`config.mk`:
```
export PLATFORM = sky130hd
export DESIGN_NAME = ffe_slicer_flat
export DESIGN_NICKNAME = d
export VERILOG_FILES = /design/src/rtl/eq_pkg.sv /design/src/rtl/ffe_slicer_if.sv /design/src/rtl/sat_trunc.sv /design/src/rtl/ffe_slicer.sv /design/src/flat_wrapper.sv
export SDC_FILE = /design/constraint.sdc
export NUM_CORES = 2
export LEC_CHECK = 0
export ABC_AREA = 1
export BUFFER_PORTS_ARGS = -buffer_cell sky130_fd_sc_hd__buf_2
export CAP_MARGIN = 30
export CORE_MARGIN = 8
export CORE_UTILIZATION = 53
export DETAILED_ROUTE_END_ITERATION = 10
export GPL_ROUTABILITY_DRIVEN = 0
export PLACE_DENSITY_LB_ADDON = 0.25
export REMOVE_ABC_BUFFERS = 1
export SETUP_SLACK_MARGIN = 0.02
export SLEW_MARGIN = 30
export SYNTH_ARGS = -nofsm -noshare
export SYNTH_HDL_FRONTEND = slang
export SYNTH_SLANG_ARGS = --single-unit
```
`constraint.sdc`:
```
create_clock -name i_clk -period 9.1 [get_ports i_clk]
set_clock_uncertainty 0.05 [all_clocks]
set_input_delay 1.82 -clock i_clk [delete_from_list [all_inputs] [get_ports i_clk]]
set_output_delay 1.82 -clock i_clk [all_outputs]
set_load 0.1 [all_outputs]
```
`src/rtl/eq_pkg.sv`:
```
// Shared equalizer package: widths, fixed-point formats, decision level,
// saturation limits and the registered result payload.
package eq_pkg;

    localparam int unsigned DATA_BW = 9;            // sample format S(9,7)
    localparam int unsigned COEF_BW = 9;            // tap format S(9,7)
    localparam int unsigned N_COEF  = 7;            // number of taps
    localparam int unsigned Y_BW    = 10;           // equalized sample S(10,7)
    localparam int unsigned ERR_BW  = 8;            // error S(8,7)
    localparam int unsigned FRAC    = 7;            // fractional bits of y/e
    localparam int unsigned ACC_BW  = 21;           // sum S(21,14)
    localparam int unsigned PROD_BW = DATA_BW + COEF_BW;  // product S(18,14)
    localparam int unsigned DIFF_BW = Y_BW + 1;     // y - d before saturation, S(11,7)
    localparam int unsigned FILL_BW = $clog2(N_COEF + 1);

    localparam int ONE     = 128;                   // +1.0 in S(.,7)
    localparam int Y_MAX   = 511;
    localparam int Y_MIN   = -512;
    localparam int ERR_MAX = 127;
    localparam int ERR_MIN = -128;

    // Stage-3 result word
    typedef struct packed {
        logic [Y_BW-1:0]   y;
        logic              sym;
        logic [ERR_BW-1:0] err;
    } ffe_res_t;

endpackage

```
`src/rtl/ffe_slicer_if.sv`:
```
// Sample/coefficient inputs and equalizer result outputs of ffe_slicer.
//   i_en/i_data : sample strobe and received sample x(n), S(9,7)
//   i_coefs     : packed taps, tap k at [COEF_BW*(k+1)-1 : COEF_BW*k]
//   o_y/o_sym/o_error/o_valid : equalized sample, decision, error, qualifier
interface ffe_slicer_if import eq_pkg::*; ();

    logic                              i_en;
    logic signed [DATA_BW-1:0]         i_data;
    logic        [COEF_BW*N_COEF-1:0]  i_coefs;
    logic signed [Y_BW-1:0]            o_y;
    logic                              o_sym;
    logic signed [ERR_BW-1:0]          o_error;
    logic                              o_valid;

    modport master (
        output i_en, i_data, i_coefs,
        input  o_y, o_sym, o_error, o_valid
    );

    modport slave (
        input  i_en, i_data, i_coefs,
        output o_y, o_sym, o_error, o_valid
    );

endinterface

```
`src/rtl/sat_trunc.sv`:
```
// Arithmetic right shift (floor) followed by saturation to [SAT_MIN, SAT_MAX].
//   data_i  : signed IN_W input
//   sat_c_o : signed OUT_W result (combinational)
module sat_trunc #(
    parameter int unsigned IN_W    = 21,
    parameter int unsigned OUT_W   = 10,
    parameter int unsigned SHIFT   = 7,
    parameter int          SAT_MAX = (1 << (OUT_W - 1)) - 1,
    parameter int          SAT_MIN = -(1 << (OUT_W - 1))
) (
    input  logic signed [IN_W-1:0]  data_i,
    output logic signed [OUT_W-1:0] sat_c_o
);

    localparam logic signed [IN_W-1:0] MAX_V = IN_W'(SAT_MAX);
    localparam logic signed [IN_W-1:0] MIN_V = IN_W'(SAT_MIN);

    logic signed [IN_W-1:0] shifted_c;

    assign shifted_c = data_i >>> SHIFT;

    // Clamp, otherwise drop the now-redundant sign bits
    always_comb begin
        sat_c_o = OUT_W'(shifted_c);
        if (shifted_c > MAX_V) begin
            sat_c_o = OUT_W'(MAX_V);
        end else if (shifted_c < MIN_V) begin
            sat_c_o = OUT_W'(MIN_V);
        end
    end

endmodule

```
`src/rtl/ffe_slicer.sv`:
```
// Feed-forward equalizer with PAM2 slicer and error generator.
//   i_clk : clock, rising edge
//   i_rst : asynchronous active-high reset
//   bus   : ffe_slicer_if.slave (sample strobe/data, packed taps, results)
// Pipeline: delay line (accept edge) -> products -> sum -> y/sym/error.
module ffe_slicer import eq_pkg::*; (
    input  logic         i_clk,
    input  logic         i_rst,
    ffe_slicer_if.slave  bus
);

    logic signed [DATA_BW-1:0] tap_q [N_COEF];
    logic [FILL_BW-1:0]        fill_q, fill_d;
    logic                      v0_q, v1_q, v2_q, valid_q;
    logic                      v0_d;
    logic signed [ACC_BW-1:0]  sum_q, sum_d;
    ffe_res_t                  res_q, res_d;

    logic signed [Y_BW-1:0]    y_c;
    logic                      sym_c;
    logic signed [DIFF_BW-1:0] diff_c;
    logic signed [ERR_BW-1:0]  err_c;

    // Fill counter saturates at N_COEF; the sample that completes the fill is the first valid one
    always_comb begin
        fill_d = fill_q;
        v0_d   = 1'b0;
        if (bus.i_en) begin
            v0_d = (fill_q >= FILL_BW'(N_COEF - 1));
            if (fill_q != FILL_BW'(N_COEF)) begin
                fill_d = fill_q + FILL_BW'(1);
            end
        end
    end

    // Delay line, fill counter and valid pipeline
    always_ff @(posedge i_clk or posedge i_rst) begin
        if (i_rst) begin
            for (int k = 0; k < int'(N_COEF); k++) begin
                tap_q[k] <= '0;
            end
            fill_q  <= '0;
            v0_q    <= 1'b0;
            v1_q    <= 1'b0;
            v2_q    <= 1'b0;
            valid_q <= 1'b0;
        end else begin
            if (bus.i_en) begin
                tap_q[0] <= bus.i_data;
                for (int k = 1; k < int'(N_COEF); k++) begin
                    tap_q[k] <= tap_q[k-1];
                end
            end
            fill_q  <= fill_d;
            v0_q    <= v0_d;
            v1_q    <= v0_q;
            v2_q    <= v1_q;
            valid_q <= v2_q;
        end
    end

    // Per-tap product registers and the running sign-extended sum chain
    for (genvar k = 0; k < int'(N_COEF); k++) begin : g_tap
        logic signed [COEF_BW-1:0] coef_c;
        logic signed [PROD_BW-1:0] prod_q;
        logic signed [ACC_BW-1:0]  acc_c;

        // Coefficients are taken at the product stage, never earlier
        assign coef_c = bus.i_coefs[COEF_BW*k +: COEF_BW];

        always_ff @(posedge i_clk or posedge i_rst) begin
            if (i_rst) begin
                prod_q <= '0;
            end else begin
                prod_q <= PROD_BW'(tap_q[k]) * PROD_BW'(coef_c);
            end
        end

        if (k == 0) begin : g_first
            assign acc_c = ACC_BW'(prod_q);
        end else begin : g_next
            assign acc_c = g_tap[k-1].acc_c + ACC_BW'(prod_q);
        end
    end

    assign sum_d = g_tap[N_COEF-1].acc_c;

    always_ff @(posedge i_clk or posedge i_rst) begin
        if (i_rst) begin
            sum_q <= '0;
        end else begin
            sum_q <= sum_d;
        end
    end

    sat_trunc #(
        .IN_W    (ACC_BW),
        .OUT_W   (Y_BW),
        .SHIFT   (FRAC),
        .SAT_MAX (Y_MAX),
        .SAT_MIN (Y_MIN)
    ) u_sat_y (
        .data_i  (sum_q),
        .sat_c_o (y_c)
    );

    // y >= 0 decides +1.0; error is measured against the chosen level
    assign sym_c  = ~y_c[Y_BW-1];
    assign diff_c = DIFF_BW'(y_c) - (sym_c ? DIFF_BW'(ONE) : -DIFF_BW'(ONE));

    sat_trunc #(
        .IN_W    (DIFF_BW),
        .OUT_W   (ERR_BW),
        .SHIFT   (0),
        .SAT_MAX (ERR_MAX),
        .SAT_MIN (ERR_MIN)
    ) u_sat_e (
        .data_i  (diff_c),
        .sat_c_o (err_c)
    );

    // Output stage only loads for a valid result so outputs hold between pulses
    always_comb begin
        res_d = res_q;
        if (v2_q) begin
            res_d.y   = y_c;
            res_d.sym = sym_c;
            res_d.err = err_c;
        end
    end

    always_ff @(posedge i_clk or posedge i_rst) begin
        if (i_rst) begin
            res_q <= '0;
        end else begin
            res_q <= res_d;
        end
    end

    assign bus.o_y     = res_q.y;
    assign bus.o_sym   = res_q.sym;
    assign bus.o_error = res_q.err;
    assign bus.o_valid = valid_q;

endmodule

```
`src/flat_wrapper.sv`:
```
// flat-port wrapper written by rule: the top's interface ports become plain ports
module ffe_slicer_flat import eq_pkg::*;
  (i_clk, i_rst, bus_i_en, bus_i_data, bus_i_coefs, bus_o_y, bus_o_sym, bus_o_error, bus_o_valid);
  ffe_slicer_if bus_i ();
  input  logic i_clk;
  input  logic i_rst;
  input wire logic [$bits(bus_i.i_en)-1:0] bus_i_en;
  input wire logic [$bits(bus_i.i_data)-1:0] bus_i_data;
  input wire logic [$bits(bus_i.i_coefs)-1:0] bus_i_coefs;
  output wire logic [$bits(bus_i.o_y)-1:0] bus_o_y;
  output wire logic [$bits(bus_i.o_sym)-1:0] bus_o_sym;
  output wire logic [$bits(bus_i.o_error)-1:0] bus_o_error;
  output wire logic [$bits(bus_i.o_valid)-1:0] bus_o_valid;
  assign bus_i.i_en = bus_i_en;
  assign bus_i.i_data = bus_i_data;
  assign bus_i.i_coefs = bus_i_coefs;
  assign bus_o_y = bus_i.o_y;
  assign bus_o_sym = bus_i.o_sym;
  assign bus_o_error = bus_i.o_error;
  assign bus_o_valid = bus_i.o_valid;
  ffe_slicer u_core (.i_clk(i_clk), .i_rst(i_rst), .bus(bus_i));
endmodule
```
==> out/metrics.json <==
{
  "status": {"value": "completed"},
  "fillers": {"value": 5565},
  "share_of_async_settable_or_async_resettable_flops_after_synthesis": {"value": 1.00},
  "routed-via-count": {"value": 23200},
  "initial_utilization": {"value": 0.533},
  "synthDominantCellAreaShare": {"value": 0.345},
  "number_of_max_slew_violations_in_the_final_report": {"value": 0},
  "wl": {"value": 71300, "unit": "µm"},
  "count_of_distinct_cell_types_in_the_synthesized_netlist": {"value": 41},
  "cts.repair_timing.setup_buffer_count": {"value": 0},
  "worst_setup_path_end_kind": {"value": "flip-flop"},
  "maxCapViolations": {"value": 0},
  "clock_latency": {"value": 550, "unit": "ps"},
  "ys_seq_area_frac": {"value": 0.175},
  "netlist.top_cell.by_area": {"value": "sky130_fd_sc_hd__fa_1"},
  "post-route-min-period": {"value": 5660, "unit": "ps"},
  "total_global_route_track_usage": {"value": 0.211},
  "final_antenna_net_count": {"value": 0},
  "synth_enable_flop_cells": {"value": 0},
  "worst_slew_pin_slew": {"value": 765, "unit": "ps"},
  "max-clock-path-buffers": {"value": 3},
  "netlist_top_cells_area": {"value": "sky130_fd_sc_hd__fa_1 (34%), sky130_fd_sc_hd__dfrtp_1 (17%), sky130_fd_sc_hd__inv_1 (12%), sky130_fd_sc_hd__ha_1 (12%), sky130_fd_sc_hd__nand2_1 (10%)"},
  "sequential_cell_area": {"value": 5730, "unit": "µm²"},
  "setup.worst_path.start": {"value": "bus_i_coefs[18]"},
  "cts.reportedPaths.clkPinSlew": {"value": 60, "unit": "ps"},
  "cts_tree": {"value": "built"},
  "tns": {"value": 0, "unit": "ps"},
  "ctsHoldBuffers": {"value": 0},
  "dpl.hpwl": {"value": 59600, "unit": "µm"},
  "std_cell_rows": {"value": 91},
  "synthesis.area_per_instance": {"value": 8.50, "unit": "µm²"},
  "layout.core_utilization": {"value": 0.562},
  "boundaryPins": {"value": 95},
  "post-route-drc-count": {"value": 0},
  "dominantRegCellSynth": {"value": "sky130_fd_sc_hd__dfrtp_1"},
  "yosys_register_bits": {"value": 229},
  "layout.nets": {"value": 4800},
  "cts_inserted_buffers": {"value": 27},
  "dr_wl_cell": {"value": 15.3, "unit": "µm"},
  "period_share": {"value": 0.622},
  "criticalPathCategory": {"value": "input port to flip-flop"},
  "syn-instance-count": {"value": 3859},
  "rsz0062_at_grt": {"value": "no"},
  "timing.max_slew.rel_slack": {"value": 0.490},
  "layout-drive-gt1-share": {"value": 0.0445},
  "die_area": {"value": 70100, "unit": "µm²"},
  "setup_viol_count_final": {"value": 0},
  "arrival": {"value": 6030, "unit": "ps"},
  "cts_root_buf": {"value": "sky130_fd_sc_hd__clkbuf_16"},
  "pin_count_of_the_biggest_net_entering_global_routing": {"value": 99},
  "cp_data_required_time": {"value": 9470, "unit": "ps"},
  "worst_setup_path_start_kind": {"value": "input port"},
  "area_growth_syn_to_layout": {"value": 5.48, "unit": "%"},
  "n_antenna_cell": {"value": 0},
  "place.port_buffers": {"value": 94},
  "first_global_vias": {"value": 24300},
  "tightest_hold_check_type": {"value": "flip-flop to flip-flop"},
  "core_region_area": {"value": 61500, "unit": "µm²"},
  "deepest_level_of_the_cts_h_tree": {"value": 1},
  "fp.dieH": {"value": 265, "unit": "µm"},
  "antenna_found_initial": {"value": 0},
  "die_width": {"value": 265, "unit": "µm"},
  "max_clock_freq": {"value": 0.177, "unit": "GHz"},
  "routed_via_density": {"value": 4.99},
  "ys_warn_count": {"value": 0},
  "initialDrtViolationCount": {"value": 1488},
  "yosys-top-cells-count": {"value": "sky130_fd_sc_hd__inv_1 (1,059), sky130_fd_sc_hd__nand2_1 (873), sky130_fd_sc_hd__fa_1 (565)"},
  "multi_input_area": {"value": 22500, "unit": "µm²"},
  "worst_r2r_startpoint": {"value": "u_core.tap_q[43]"},
  "grt_overflow": {"value": 0},
  "report.final.hold_viol_count": {"value": 0},
  "synth_most_common_cell": {"value": "sky130_fd_sc_hd__inv_1"},
  "numClockSinks": {"value": 229},
  "path_max_fanout": {"value": 9},
  "wire_length_of_the_first_global_routing_pass": {"value": 121000, "unit": "µm"},
  "post_cts_sizing_count": {"value": 0},
  "hold_start": {"value": "u_core.v0_q"},
  "synth_area": {"value": 32800, "unit": "µm²"},
  "drt_pass1_iterations": {"value": 6}
}
-- per-stage QoR --
| stage | cells | cell area, µm² | setup slack [ps] | hold slack, ps |
|---|---|---|---|---|
| floorplan | 3725 | 32300 | 954 | 281 |
| global placement | 4612 | 33800 | 2930 | 282 |
| detailed placement | 4612 | 33800 | 2900 | 287 |
| CTS | 4657 | 34600 | 3490 | 300 |
| global route | 4657 | 34600 | 3210 | 314 |
| finish | 4657 | 34600 | 3440 | 298 |
-- final cells by class --
type	count	share of cell area
clock buffer	35	0.0207
sequential	229	0.166
clock inverter	10	0.00257
multi-input combinational	2430	0.652
inverter	1066	0.116
tap	790	0.0286
timing repair buffer	97	0.0145
-- worst max-delay path: stages --
cell and delay [ps]:
sky130_fd_sc_hd__buf_2 170, sky130_fd_sc_hd__nand2_1 120, sky130_fd_sc_hd__inv_1 110, sky130_fd_sc_hd__fa_1 730, sky130_fd_sc_hd__inv_1 100, sky130_fd_sc_hd__fa_1 490, sky130_fd_sc_hd__inv_1 50, sky130_fd_sc_hd__fa_1 560
sky130_fd_sc_hd__fa_1 420, sky130_fd_sc_hd__ha_1 290, sky130_fd_sc_hd__ha_1 340, sky130_fd_sc_hd__inv_1 70, sky130_fd_sc_hd__nor3_1 280, sky130_fd_sc_hd__nand2_1 80, sky130_fd_sc_hd__nand4_1 130, sky130_fd_sc_hd__a21oi_1 100
sky130_fd_sc_hd__xor2_1 160
-- layout by cell type (no fill, tap or decap), types with 3 or more instances in the layout --
cell type	instances
sky130_fd_sc_hd__nand3b_1	6
sky130_fd_sc_hd__a21oi_1	102
sky130_fd_sc_hd__xnor2_1	39
sky130_fd_sc_hd__clkbuf_1	7
sky130_fd_sc_hd__a21o_1	8
sky130_fd_sc_hd__clkinv_2	5
sky130_fd_sc_hd__clkbuf_16	27
sky130_fd_sc_hd__a31oi_1	18
sky130_fd_sc_hd__mux2_2	7
sky130_fd_sc_hd__nand3_1	90
sky130_fd_sc_hd__nand2_1	873
sky130_fd_sc_hd__inv_2	6
sky130_fd_sc_hd__inv_1	1058
sky130_fd_sc_hd__o21ai_1	14
sky130_fd_sc_hd__nand2_2	6
sky130_fd_sc_hd__dfrtp_1	229
sky130_fd_sc_hd__fa_1	565
sky130_fd_sc_hd__o21bai_1	7
sky130_fd_sc_hd__nor3_1	24
sky130_fd_sc_hd__buf_2	93
sky130_fd_sc_hd__xor2_1	105
sky130_fd_sc_hd__o21ai_4	3
sky130_fd_sc_hd__nand4_1	19
sky130_fd_sc_hd__nor2_1	106
sky130_fd_sc_hd__ha_1	309
sky130_fd_sc_hd__o21ai_0	108
-- layer usage --
layer	vias to the layer above	share of wire	global-route usage	routed length [µm]
met5	-	0	0	0
met4	0	0.020	0.0436	1430
met3	101	0.057	0.0320	4080
met2	525	0.46	0.345	32900
met1	11400	0.46	0.300	32900
li1	11200	-	-	-
-- cell families (layout without fill, tap and decap cells) --
| kind of cell | after synthesis | after routing | share of synthesized area |
|---|---|---|---|
| buffers and inverters | 1200 | 1208 | 0.138 |
| and+or+nand+nor | 1136 | 1136 | 0.139 |
| adders and majority gates | 874 | 874 | 0.463 |
| AOI/OAI and AO/OA | 269 | 269 | 0.0450 |
| DFF | 229 | 229 | 0.175 |
| xor gates and xnor gates | 144 | 144 | 0.0385 |
| muxes | 7 | 7 | 0.00240 |
-- final timing paths --
kind / endpoint / slack, ps / depth (start not counted)
setup / recovery: u_core.g_tap[2].prod_q[15] / 3440 / 17
hold / removal: u_core.v1_q / 300 / 0
setup reg to reg: u_core.g_tap[2].prod_q[15] / 4210 / 16
hold reg to reg: u_core.v1_q / 300 / 0
max in group asynchronous: u_core.g_tap[0].prod_q[1] / 6370 / 3
min in group asynchronous: u_core.bus.o_error[5] / 1330 / 2
-- registers in the layout, indices dropped and copies added, names as in the netlist --
name and count:
u_core.v0_q 1, u_core.bus.o_sym 1, u_core.sum_q 14, u_core.fill_q 3, u_core.v2_q 1, u_core.v1_q 1, u_core.tap_q 63, u_core.bus.o_error 8
u_core.bus.o_y 10, u_core.g_tap.prod_q 126, u_core.bus.o_valid 1
Power is not shown: default switching activity piles up to over one toggle a cycle in this logic, so the estimate is an artifact.
